## src/rtl/display_pkg.sv

```systemverilog
// Shared definitions for the multiplexed timer display: scan states and BCD code constants.
package display_pkg;

    typedef enum logic [1:0] {
        ST_IDLE  = 2'd0,
        ST_GAP   = 2'd1,
        ST_DRIVE = 2'd2
    } state_e;

    localparam int           BCD_W     = 4;
    localparam logic [3:0]   BCD_BLANK = 4'hF;

endpackage

```

## src/rtl/scan_tick.sv

```systemverilog
// Slot divider: counts cycles within a digit slot and flags the last gap cycle and last slot cycle.
module scan_tick #(
    parameter int REFRESH_DIV = 1000,
    parameter int BLANK_GAP   = 2,
    parameter int DIV_W       = 10
) (
    input  logic             clk,
    input  logic             reset_n,
    input  logic             i_run,
    output logic [DIV_W-1:0] o_div,
    output logic             o_slot_end,
    output logic             o_gap_end
);

    localparam logic [DIV_W-1:0] DIV_LAST = DIV_W'(REFRESH_DIV - 1);
    localparam logic [DIV_W-1:0] GAP_LAST = DIV_W'(BLANK_GAP - 1);

    logic [DIV_W-1:0] r_div;

    // Counter parks at zero whenever scanning is not running, so every slot starts aligned.
    always_ff @(posedge clk or negedge reset_n) begin
        if (!reset_n) begin
            r_div <= '0;
        end else if (!i_run || (r_div == DIV_LAST)) begin
            r_div <= '0;
        end else begin
            r_div <= r_div + DIV_W'(1);
        end
    end

    assign o_div      = r_div;
    assign o_slot_end = i_run && (r_div == DIV_LAST);
    assign o_gap_end  = i_run && (r_div == GAP_LAST);

endmodule

```

## src/rtl/display_scan_ctrl.sv

```systemverilog
// Scan controller sharing one BCD-to-seven-segment decoder across NUM_DIGITS digits,
// with leading-zero blanking, per-digit blink and frame-aligned (tear-free) data updates.
module display_scan_ctrl
    import display_pkg::*;
#(
    parameter int NUM_DIGITS   = 4,
    parameter int REFRESH_DIV  = 1000,
    parameter int BLANK_GAP    = 2,
    parameter int BLINK_FRAMES = 64
) (
    input  logic                        clk,
    input  logic                        reset_n,
    input  logic                        enable,
    input  logic [BCD_W*NUM_DIGITS-1:0] digits_in,
    input  logic                        load,
    input  logic                        lz_blank,
    input  logic [NUM_DIGITS-1:0]       blink_mask,
    output logic [BCD_W-1:0]            bcd_sel,
    output logic [NUM_DIGITS-1:0]       digit_en,
    output logic                        frame_done
);

    localparam int DW    = BCD_W * NUM_DIGITS;
    localparam int DIV_W = (REFRESH_DIV  > 1) ? $clog2(REFRESH_DIV)  : 1;
    localparam int IDX_W = (NUM_DIGITS   > 1) ? $clog2(NUM_DIGITS)   : 1;
    localparam int BC_W  = (BLINK_FRAMES > 1) ? $clog2(BLINK_FRAMES) : 1;

    localparam logic [IDX_W-1:0] IDX_LAST    = IDX_W'(NUM_DIGITS - 1);
    localparam logic [DIV_W-1:0] DIV_PRELAST = DIV_W'(REFRESH_DIV - 2);
    localparam logic [BC_W-1:0]  BLINK_LAST  = BC_W'(BLINK_FRAMES - 1);

    state_e                r_state;
    logic [IDX_W-1:0]      r_idx;
    logic [DW-1:0]         r_pending;
    logic [DW-1:0]         r_shadow;
    logic                  r_pend_valid;
    logic                  r_blink_on;
    logic [BC_W-1:0]       r_blink_cnt;
    logic [BCD_W-1:0]      r_bcd_sel;
    logic [NUM_DIGITS-1:0] r_digit_en;
    logic                  r_frame_done;

    logic                  w_run;
    logic [DIV_W-1:0]      w_div;
    logic                  w_slot_end;
    logic                  w_gap_end;
    logic                  w_frame_end;
    logic                  w_direct_load;
    state_e                w_state_nxt;
    logic [IDX_W-1:0]      w_idx_nxt;
    logic [DW-1:0]         w_shadow_nxt;
    logic                  w_blink_on_nxt;
    logic [BCD_W-1:0]      w_bcd_nxt;
    logic [NUM_DIGITS-1:0] w_digit_en_nxt;
    logic                  w_frame_done_nxt;

    function automatic logic [BCD_W-1:0] digit_of(input logic [DW-1:0] shadow,
                                                  input logic [IDX_W-1:0] idx);
        return shadow[BCD_W*int'(idx) +: BCD_W];
    endfunction

    // Codes 10-15 are nonzero here, so they stop leading-zero blanking like any digit.
    function automatic logic suppressed(input logic [DW-1:0]         shadow,
                                        input logic [IDX_W-1:0]      idx,
                                        input logic                  lz,
                                        input logic [NUM_DIGITS-1:0] mask,
                                        input logic                  blink_on);
        logic upper_zero;
        upper_zero = 1'b1;
        for (int k = 0; k < NUM_DIGITS; k++) begin
            if ((k >= int'(idx)) && (shadow[BCD_W*k +: BCD_W] != '0)) begin
                upper_zero = 1'b0;
            end
        end
        return (lz && (idx != '0) && upper_zero) || (!blink_on && mask[idx]);
    endfunction

    assign w_run = enable && (r_state != ST_IDLE);

    scan_tick #(
        .REFRESH_DIV(REFRESH_DIV),
        .BLANK_GAP  (BLANK_GAP),
        .DIV_W      (DIV_W)
    ) u_tick (
        .clk       (clk),
        .reset_n   (reset_n),
        .i_run     (w_run),
        .o_div     (w_div),
        .o_slot_end(w_slot_end),
        .o_gap_end (w_gap_end)
    );

    always_comb begin
        w_state_nxt = r_state;
        w_idx_nxt   = r_idx;
        if (!enable) begin
            w_state_nxt = ST_IDLE;
            w_idx_nxt   = '0;
        end else begin
            case (r_state)
                ST_IDLE: begin
                    w_state_nxt = ST_GAP;
                    w_idx_nxt   = '0;
                end
                ST_GAP: begin
                    if (w_gap_end) w_state_nxt = ST_DRIVE;
                end
                ST_DRIVE: begin
                    if (w_slot_end) begin
                        w_state_nxt = ST_GAP;
                        w_idx_nxt   = (r_idx == IDX_LAST) ? '0 : r_idx + IDX_W'(1);
                    end
                end
                default: begin
                    w_state_nxt = ST_IDLE;
                    w_idx_nxt   = '0;
                end
            endcase
        end
    end

    assign w_frame_end    = enable && (r_state == ST_DRIVE) && w_slot_end && (r_idx == IDX_LAST);
    assign w_direct_load  = load && (w_frame_end || (r_state == ST_IDLE));
    assign w_shadow_nxt   = w_direct_load                 ? digits_in :
                            (w_frame_end && r_pend_valid) ? r_pending : r_shadow;
    assign w_blink_on_nxt = (w_frame_end && (r_blink_cnt == BLINK_LAST)) ? !r_blink_on : r_blink_on;

    // Outputs are computed for the state being entered so they register in step with it;
    // bcd_sel therefore changes on GAP entry, ahead of any enable.
    always_comb begin
        w_bcd_nxt        = '0;
        w_digit_en_nxt   = '0;
        w_frame_done_nxt = 1'b0;
        if (w_state_nxt != ST_IDLE) begin
            w_bcd_nxt = digit_of(w_shadow_nxt, w_idx_nxt);
        end
        if ((w_state_nxt == ST_DRIVE) &&
            !suppressed(w_shadow_nxt, w_idx_nxt, lz_blank, blink_mask, w_blink_on_nxt)) begin
            w_digit_en_nxt = NUM_DIGITS'(1) << w_idx_nxt;
        end
        if ((w_state_nxt == ST_DRIVE) && (w_idx_nxt == IDX_LAST) && (w_div == DIV_PRELAST)) begin
            w_frame_done_nxt = 1'b1;
        end
    end

    always_ff @(posedge clk or negedge reset_n) begin
        if (!reset_n) begin
            r_state      <= ST_IDLE;
            r_idx        <= '0;
            r_pending    <= '0;
            r_shadow     <= '0;
            r_pend_valid <= 1'b0;
            r_blink_on   <= 1'b1;
            r_blink_cnt  <= '0;
            r_bcd_sel    <= '0;
            r_digit_en   <= '0;
            r_frame_done <= 1'b0;
        end else begin
            r_state      <= w_state_nxt;
            r_idx        <= w_idx_nxt;
            r_shadow     <= w_shadow_nxt;
            r_bcd_sel    <= w_bcd_nxt;
            r_digit_en   <= w_digit_en_nxt;
            r_frame_done <= w_frame_done_nxt;
            r_blink_on   <= w_blink_on_nxt;
            if (load) r_pending <= digits_in;
            if (w_direct_load) begin
                r_pend_valid <= 1'b0;
            end else if (load) begin
                r_pend_valid <= 1'b1;
            end else if (w_frame_end) begin
                r_pend_valid <= 1'b0;
            end
            if (w_frame_end) begin
                r_blink_cnt <= (r_blink_cnt == BLINK_LAST) ? '0 : r_blink_cnt + BC_W'(1);
            end
        end
    end

    assign bcd_sel    = r_bcd_sel;
    assign digit_en   = r_digit_en;
    assign frame_done = r_frame_done;

endmodule

```

## config.mk

```make
export PLATFORM = sky130hd
export DESIGN_NAME = display_scan_ctrl
export DESIGN_NICKNAME = d
export VERILOG_FILES = /design/src/rtl/display_pkg.sv /design/src/rtl/scan_tick.sv /design/src/rtl/display_scan_ctrl.sv
export SDC_FILE = /design/constraint.sdc
export NUM_CORES = 1
export LEC_CHECK = 0
export CORE_MARGIN = 3
export CORE_UTILIZATION = 55
export CTS_CLUSTER_DIAMETER = 150
export DETAILED_ROUTE_END_ITERATION = 10
export GPL_TIMING_DRIVEN = 0
export PLACE_DENSITY = 0.86
export SYNTH_ARGS = -nofsm -noshare
export SYNTH_HDL_FRONTEND = slang
export SYNTH_HIERARCHICAL = 1
export SYNTH_SLANG_ARGS = --single-unit
```

## constraint.sdc

```tcl
create_clock -name clk -period 2.9 [get_ports clk]
set_input_delay 0.58 -clock clk [delete_from_list [all_inputs] [get_ports clk]]
set_output_delay 0.58 -clock clk [all_outputs]
set_load 0.03 [all_outputs]
```

# Yosys cells after proc, flatten, opt, wreduce, memory -nomap -nowiden
# Index checks and enable logic that the tools add are counted.
# W data, S select, Z words.
# op_classes
addsub	3
magnitude_cmp	4
eq_ne	9
shifts	2
n_mux	25
n_reduce_logical	34
# op_table
op	count
$mux W16	2
$eq A10 B10 Y1 const B	2
$logic_and A1 B1 Y1	18
$reduce_bool A4 Y1	4
$shiftx A16 B5 Y4	1
$mux W2	6
$add A10 B1 Y10 const B	1
$eq A10 B1 Y1 const B	1
$mux W1	10
$mux W10	1
$eq A2 B2 Y1 const B	4
$mux W4	2
$add A6 B1 Y6 const B	1
$eq A6 B6 Y1 const B	1
$mux W6	1
$pmux W2 S3	1
$reduce_bool A2 Y1	3
$ge A1 B2 Y1 const A	2
$logic_not A1 Y1	4
$pmux W2 S2	1
$shl A1 B2 Y4 const A	1
$logic_or A1 B1 Y1	3
$lt A2 B3 Y1 const B	1
$reduce_bool A3 Y1	1
5 further kinds	5
# totals
ff_bits	63
in_bits	25
output_inout_bits	9

# Depth between registers and ports, before layout
# logic_depth
word_depth	19
depth_mapped	14
ltp_nobuf	12

# Modules after synthesis
# Netlist, hierarchy kept.
# by_module_without_submodules
module	instances	cells_each	area_per_inst_um2	seq_area_each_um2
display_scan_ctrl	1	254	2813.9	1327.5
scan_tick	1	53	545.5	250.2

# Worst setup path before layout
# OpenSTA, ideal clock, no wires.
# synth_path
kind	reg2reg
start	reg r_state[0]
end	reg r_bcd_sel[0] (netlist: bcd_sel[0])
t_arrival_ns	2.612
required_ns	2.806
path_slack_ns	0.194
stages_incl_launch_ff	15
path_buffers	4
synth_period_minus_slack_ns	2.706
path_cell_list	dfrtp_1 > inv_1 > ha_1 > nor2b_1 > nand2_1 > nor3_1 > buf_6 > and4_1 > buf_6 > buf_6 > buf_6 > nand3_1 > a311oi_1 > a211oi_1 > a211oi_1
# synth_via
elab_chain_cells	10
elab_cells_between_ends	25
# synth_rtl
item	line_no	rtl
start: declaration	display_scan_ctrl.sv:32	state_e r_state;
start signal: assignment	display_scan_ctrl.sv:159	r_state <= w_state_nxt;
$reduce_bool A2 Y1 *	display_scan_ctrl.sv:78	assign w_run = enable && (r_state != ST_IDLE);
$logic_and A1 B1 Y1 *	display_scan_ctrl.sv:78	
net w_run	display_scan_ctrl.sv:43	logic w_run;
$logic_and A1 B1 Y1 *	scan_tick.sv:32	assign o_slot_end = i_run && (r_div == DIV_LAST);
net w_slot_end	display_scan_ctrl.sv:45	logic w_slot_end;
$logic_and A1 B1 Y1 (2 in a row)	display_scan_ctrl.sv:122	assign w_frame_end = enable && (r_state == ST_DRIVE) && w_slot_end && (r_idx == IDX_LAST);
$logic_and A1 B1 Y1 or $logic_or A1 B1 Y1 (tied branches)	display_scan_ctrl.sv:125, display_scan_ctrl.sv:123	
$mux W16 or $logic_and A1 B1 Y1 (tied branches)	display_scan_ctrl.sv:125, display_scan_ctrl.sv:123	
$mux W16	display_scan_ctrl.sv:124	assign w_shadow_nxt = w_direct_load ? digits_in :
$shiftx A16 B5 Y4	display_scan_ctrl.sv:59	return shadow[BCD_W*int'(idx) +: BCD_W];
$mux W4 *	display_scan_ctrl.sv:134	if (w_state_nxt != ST_IDLE) begin
net w_bcd_nxt[0]	display_scan_ctrl.sv:53	logic [BCD_W-1:0] w_bcd_nxt;
end signal: assignment	display_scan_ctrl.sv:162	r_bcd_sel <= w_bcd_nxt;
end: declaration	display_scan_ctrl.sv:39	logic [BCD_W-1:0] r_bcd_sel;
# The timed path passes the listed nets; every way through them passes the cells marked *.
# A chain may end at the register's enable or synchronous reset.

# Worst setup path in the final report
# layout_path
start	reg r_state[1]
end	reg r_bcd_sel[3] (netlist: bcd_sel[3])
# layout_via
elab_cells_between_ends	25
# layout_lines
item	line_no	rtl
$reduce_bool A2 Y1	display_scan_ctrl.sv:78	
$logic_and A1 B1 Y1	display_scan_ctrl.sv:78	
net w_run	display_scan_ctrl.sv:43	
$logic_and A1 B1 Y1	scan_tick.sv:32	
net w_slot_end	display_scan_ctrl.sv:45	
$mux W2	display_scan_ctrl.sv:109	if (w_slot_end) begin
$pmux W2 S2	display_scan_ctrl.sv:100	case (r_state)
$mux W2	display_scan_ctrl.sv:96	if (!enable) begin
net w_idx_nxt[0]	display_scan_ctrl.sv:50	logic [IDX_W-1:0] w_idx_nxt;
$shiftx A16 B5 Y4	display_scan_ctrl.sv:59	
$mux W4	display_scan_ctrl.sv:134	
net w_bcd_nxt[3]	display_scan_ctrl.sv:53	
# The timed path passes the listed nets, and every way through them passes these cells.

==> out/summary.txt <==
OUTCOME
--------------------------------------------------------------------------------------
Outcome                                                                   finished clean

YOSYS
--------------------------------------------------------------------------------------
Number of synthesized flops with an enable pin                                       0
Post-Syn Area                                                              0.00336 mm²
Most used standard cells in the synthesized netlist                       sky130_fd_sc_hd__dfrtp_1, sky130_fd_sc_hd__o21ai_0, sky130_fd_sc_hd__mux2_2, sky130_fd_sc_hd__nor2_1, sky130_fd_sc_hd__a21oi_1
Fraction of synthesized cell area in xor and xnor cells                          1.79%
Compound-cell area share of the yosys netlist                                    20.1%
Synth top area share                                                             46.2%
Post-synthesis instance total                                                      307
Async S/R FF share, synth                                                         100%
Average cell area after synthesis                                             10.9 µm²
Synthesis warning total                                                              6
Flip-flop and latch count after synthesis                                           63
Largest area contributor in the synthesized netlist                       sky130_fd_sc_hd__dfrtp_1
Cell types occupying the most area after synthesis                        sky130_fd_sc_hd__dfrtp_1, sky130_fd_sc_hd__mux2_2, sky130_fd_sc_hd__ha_1
Adder-cell area share of the yosys netlist                                       2.98%
Portion of netlist area occupied by mux cells                                    6.55%
Most used flip-flop cell after synthesis                                  sky130_fd_sc_hd__dfrtp_1
Post-synthesis sequential area ratio                                             47.0%
Simple-gate share of the synthesized area                                        16.3%
Most frequent cell after synthesis                                        sky130_fd_sc_hd__dfrtp_1
Synth unique cells                                                                  65
Post-synthesis net count                                                           340
Combinational family with the most area after synthesis                   compound AO/OA/AOI/OAI gates

WORST HOLD PATH
--------------------------------------------------------------------------------------
Min-delay worst type                                                       in -> async

CLOCKING
--------------------------------------------------------------------------------------
Root cell of the clock tree                                               sky130_fd_sc_hd__clkbuf_8
TritonCTS clock tree                                                             built
Clock slew at the register clock pins of the worst setup and hold paths        0.07 ns
Inserted Clock Buffers                                                               9
Max clock buf depth                                                                  2
Number of sinks on the clock net                                                    63
Total number of H-tree levels                                                        3
Insertion delay to the later sink of the worst-skew pair                       0.34 ns

LAYOUT
--------------------------------------------------------------------------------------
Fraction of layout cells with a size suffix above 1                              26.9%
Final #Nets                                                                        392
Syn-to-layout area delta                                                         24.5%
Finished Core Util                                                               73.3%
Layout Cells excl Fill                                                             436
Fill cell count                                                                    383
Count of antenna diodes in the layout                                                0

TIMING
--------------------------------------------------------------------------------------
Min setup slack post-route                                                   0.0933 ns
Final hold violation count                                                           0
Crit path time final                                                           2.81 ns
Rel. slew slack                                                                  54.7%
Transition time at the pin with the least slew margin                         0.679 ns
Fin. max-slew vios                                                                   0
Tcrit/Tclk final                                                                 96.8%
Worst Clk Skew                                                              0.00682 ns
Fin Setup TNS                                                                     0 ns
Final setup violating endpoints                                                      0
Upper clock frequency limit                                                  0.356 GHz

SETUP PATH
--------------------------------------------------------------------------------------
Reg2Reg Capture Point                                                       bcd_sel[3]
Data arrival time at the worst-slack endpoint                                  3.03 ns
Startpoint of the most critical register-to-register path                   r_state[1]
Reg-to-reg slack, setup                                                        0.09 ns
CP startpoint kind                                                            register
Kind of end point of the critical path                                        register
Cell count of the worst reg-to-reg path                                             13
Required time reported for the critical path endpoint                          3.12 ns
Largest fanout of any net on the critical path                                      10
WS Path Type                                                                reg -> reg

DRT
--------------------------------------------------------------------------------------
1st-pass router iterations                                                           4
Final wirelength                                                               8160 µm
Post-detailed-route count of antenna-violating nets                                  0
Detailed Route Iter0 Violations                                                    186
WL/cell                                                                        18.7 µm
Residual DRC                                                                         0
Ratio of routed vias to standard cells                                            6.36
Vias                                                                              2772

PLACEMENT
--------------------------------------------------------------------------------------
Final weighted congestion in routability-driven placement                        0.874
Post-Place Cells                                                                   412
Worst slack at placement                                                     -0.367 ns
Input/output buffers                                                                32
Detail Placement HPWL                                                          5290 µm

RUN
--------------------------------------------------------------------------------------
Number of max-capacitance violations reported                                        0

POWER AND IR DROP
--------------------------------------------------------------------------------------
Switching power total                                                           537 µW
Switching Fraction                                                               25.2%
Clock Power Share                                                                39.4%
Power per standard cell area                                                509 mW/mm²
Overall power of the completed layout                                          2.13 mW
Share of total power in sequential cells                                         45.6%
Total internal power                                                           1.59 mW
Peak VDD IR                                                                     354 µV
Share of total power in combinational logic                                      15.0%
Leakage                                                                        1.72 nW

GRT
--------------------------------------------------------------------------------------
Maximum number of pins on one net before global-route repair                        37
Global-route wire length before repair                                        12800 µm
Overall global routing resource usage                                            22.6%
Antenna violations before repair                                                     0
Via count of the first global-routing pass                                        2645
Total grt overflow                                                                   0

DIE
--------------------------------------------------------------------------------------
Die span in y                                                                  84.2 µm
Core region area                                                           0.00571 mm²
Ports placed on the boundary                                                        34
Area enclosed by the die boundary                                          0.00708 mm²
Horizontal die dimension                                                       84.2 µm
Initial standard-cell utilization of the core                                    58.8%
Number of rows in the core area                                                     27

==> sequential cells by signal (all words and copies together), names as in the netlist <==
register      cells
bcd_sel           4
digit_en          4
r_blink_cnt       6
r_shadow         16
r_blink_on        1
r_idx             2
r_pending        16
r_pend_valid      1
frame_done        1
r_state           2
u_tick/o_div     10
==> how the worst max path moves through the flow <==
| stage | startpoint | end | slack, ns | depth (start not counted) |
|---|---|---|---|---|
| floorplan | r_state[0] | bcd_sel[0] | 0.19 | 14 |
| global placement | reset_n | r_blink_cnt[4] | -0.74 | 1 |
| detailed placement | r_state[0] | digit_en[1] | -0.37 | 12 |
| CTS | r_state[0] | bcd_sel[0] | -0.006 | 14 |
| global route | u_tick/o_div[1] | digit_en[2] | -0.11 | 10 |
| finish | r_state[1] | bcd_sel[3] | 0.09 | 13 |
==> stage by stage <==
step | hold WS [ns] | area, µm²
after CTS | 0.281 | 4070
after detailed placement | 0.470 | 3780
after global routing | 0.297 | 4180
final | 0.277 | 4180
after floorplan | 0.284 | 3360
after global placement | 0.456 | 3770
==> area by class of cell <==
type / instances / area (µm²) / area share [%]
buffer: 19 / 140 / 3.35
clock buffer: 12 / 145 / 3.47
clock inverter: 4 / 70.1 / 1.68
inverter: 13 / 48.8 / 1.17
multi-input combinational: 212 / 1720 / 41.0
sequential: 63 / 1580 / 37.8
tap: 72 / 90.1 / 2.15
timing repair buffer: 41 / 393 / 9.39
==> what timing repair did <==
| item | 4_1_cts | 5_1_grt |
|---|---|---|
| pin swaps | 3 | 7 |
| hold buffers | 0 | 0 |
| gates resized for setup | 12 | 13 |
| buffers inserted | 0 | 7 |
| gates cloned | 0 | 1 |
| setup endpoints to repair | 7 | 7 |
==> worst max-delay path: stages, from the launching register on <==
cell and delay [ns]:
sky130_fd_sc_hd__dfrtp_1 0.39, sky130_fd_sc_hd__inv_1 0.10, sky130_fd_sc_hd__ha_4 0.21, sky130_fd_sc_hd__nor2b_4 0.13, sky130_fd_sc_hd__nand2_1 0.07, sky130_fd_sc_hd__nor3_2 0.23
sky130_fd_sc_hd__buf_6 0.17, sky130_fd_sc_hd__a21o_1 0.13, sky130_fd_sc_hd__o21ai_1 0.11, sky130_fd_sc_hd__or2_1 0.28, sky130_fd_sc_hd__inv_2 0.18, sky130_fd_sc_hd__clkbuf_4 0.25
sky130_fd_sc_hd__a21oi_1 0.08, sky130_fd_sc_hd__a221oi_1 0.36
==> per-layer routing <==
metal / up-vias / track usage (%) / routed length [µm]
met5: - / 0 / 0
met4: 0 / 11.8 / 271
met3: 23 / 5.69 / 588
met2: 121 / 34.4 / 3850
met1: 1361 / 29.9 / 3450
li1: 1267 / - / -
==> power by group through the flow <==
stage	Clock (mW)	Sequential, mW	Combinational, mW
after floorplan	0	0.989	0.170
after global placement	0	0.983	0.276
after detailed placement	0	0.984	0.287
after CTS	0.846	0.970	0.299
after global routing	0.890	0.976	0.346
final	0.837	0.971	0.319
==> cells by family (layout without fill, tap and decap cells) <==
family,count (synthesis),after routing
buffers and inverters,32,89
flip-flops,63,63
adder cells (fa/ha/maj),8,8
multiplexers,20,20
AO/OA/AOI/OAI,85,85
XOR/XNOR,6,6
AND/OR/NAND/NOR,93,93
==> layout by cell type, fill, tap and decap left out, types with 3 or more instances in the layout <==
| cell type | instances |
|---|---|
| sky130_fd_sc_hd__o32ai_2 | 4 |
| sky130_fd_sc_hd__nand2_1 | 11 |
| sky130_fd_sc_hd__a31oi_1 | 3 |
| sky130_fd_sc_hd__dfrtp_1 | 61 |
| sky130_fd_sc_hd__nor3_2 | 3 |
| sky130_fd_sc_hd__a211oi_2 | 8 |
| sky130_fd_sc_hd__or3_1 | 3 |
| sky130_fd_sc_hd__buf_2 | 9 |
| sky130_fd_sc_hd__mux2i_1 | 4 |
| sky130_fd_sc_hd__nor2_1 | 16 |
| sky130_fd_sc_hd__clkbuf_1 | 4 |
| sky130_fd_sc_hd__buf_4 | 10 |
| sky130_fd_sc_hd__nand2b_1 | 10 |
| sky130_fd_sc_hd__mux2_2 | 16 |
| sky130_fd_sc_hd__nand4_1 | 7 |
| sky130_fd_sc_hd__a221oi_1 | 9 |
| sky130_fd_sc_hd__xnor2_1 | 3 |
| sky130_fd_sc_hd__a221oi_2 | 3 |
| sky130_fd_sc_hd__nand3_1 | 6 |
| sky130_fd_sc_hd__a21oi_1 | 13 |
| sky130_fd_sc_hd__clkbuf_8 | 10 |
| sky130_fd_sc_hd__inv_1 | 11 |
| sky130_fd_sc_hd__buf_6 | 3 |
| sky130_fd_sc_hd__ha_1 | 6 |
| sky130_fd_sc_hd__o21ai_1 | 3 |
| sky130_fd_sc_hd__nor3_1 | 9 |
| sky130_fd_sc_hd__o21ai_0 | 18 |
| sky130_fd_sc_hd__o32ai_1 | 3 |
| sky130_fd_sc_hd__clkdlybuf4s50_1 | 31 |
(Power assumes the default switching activity.)
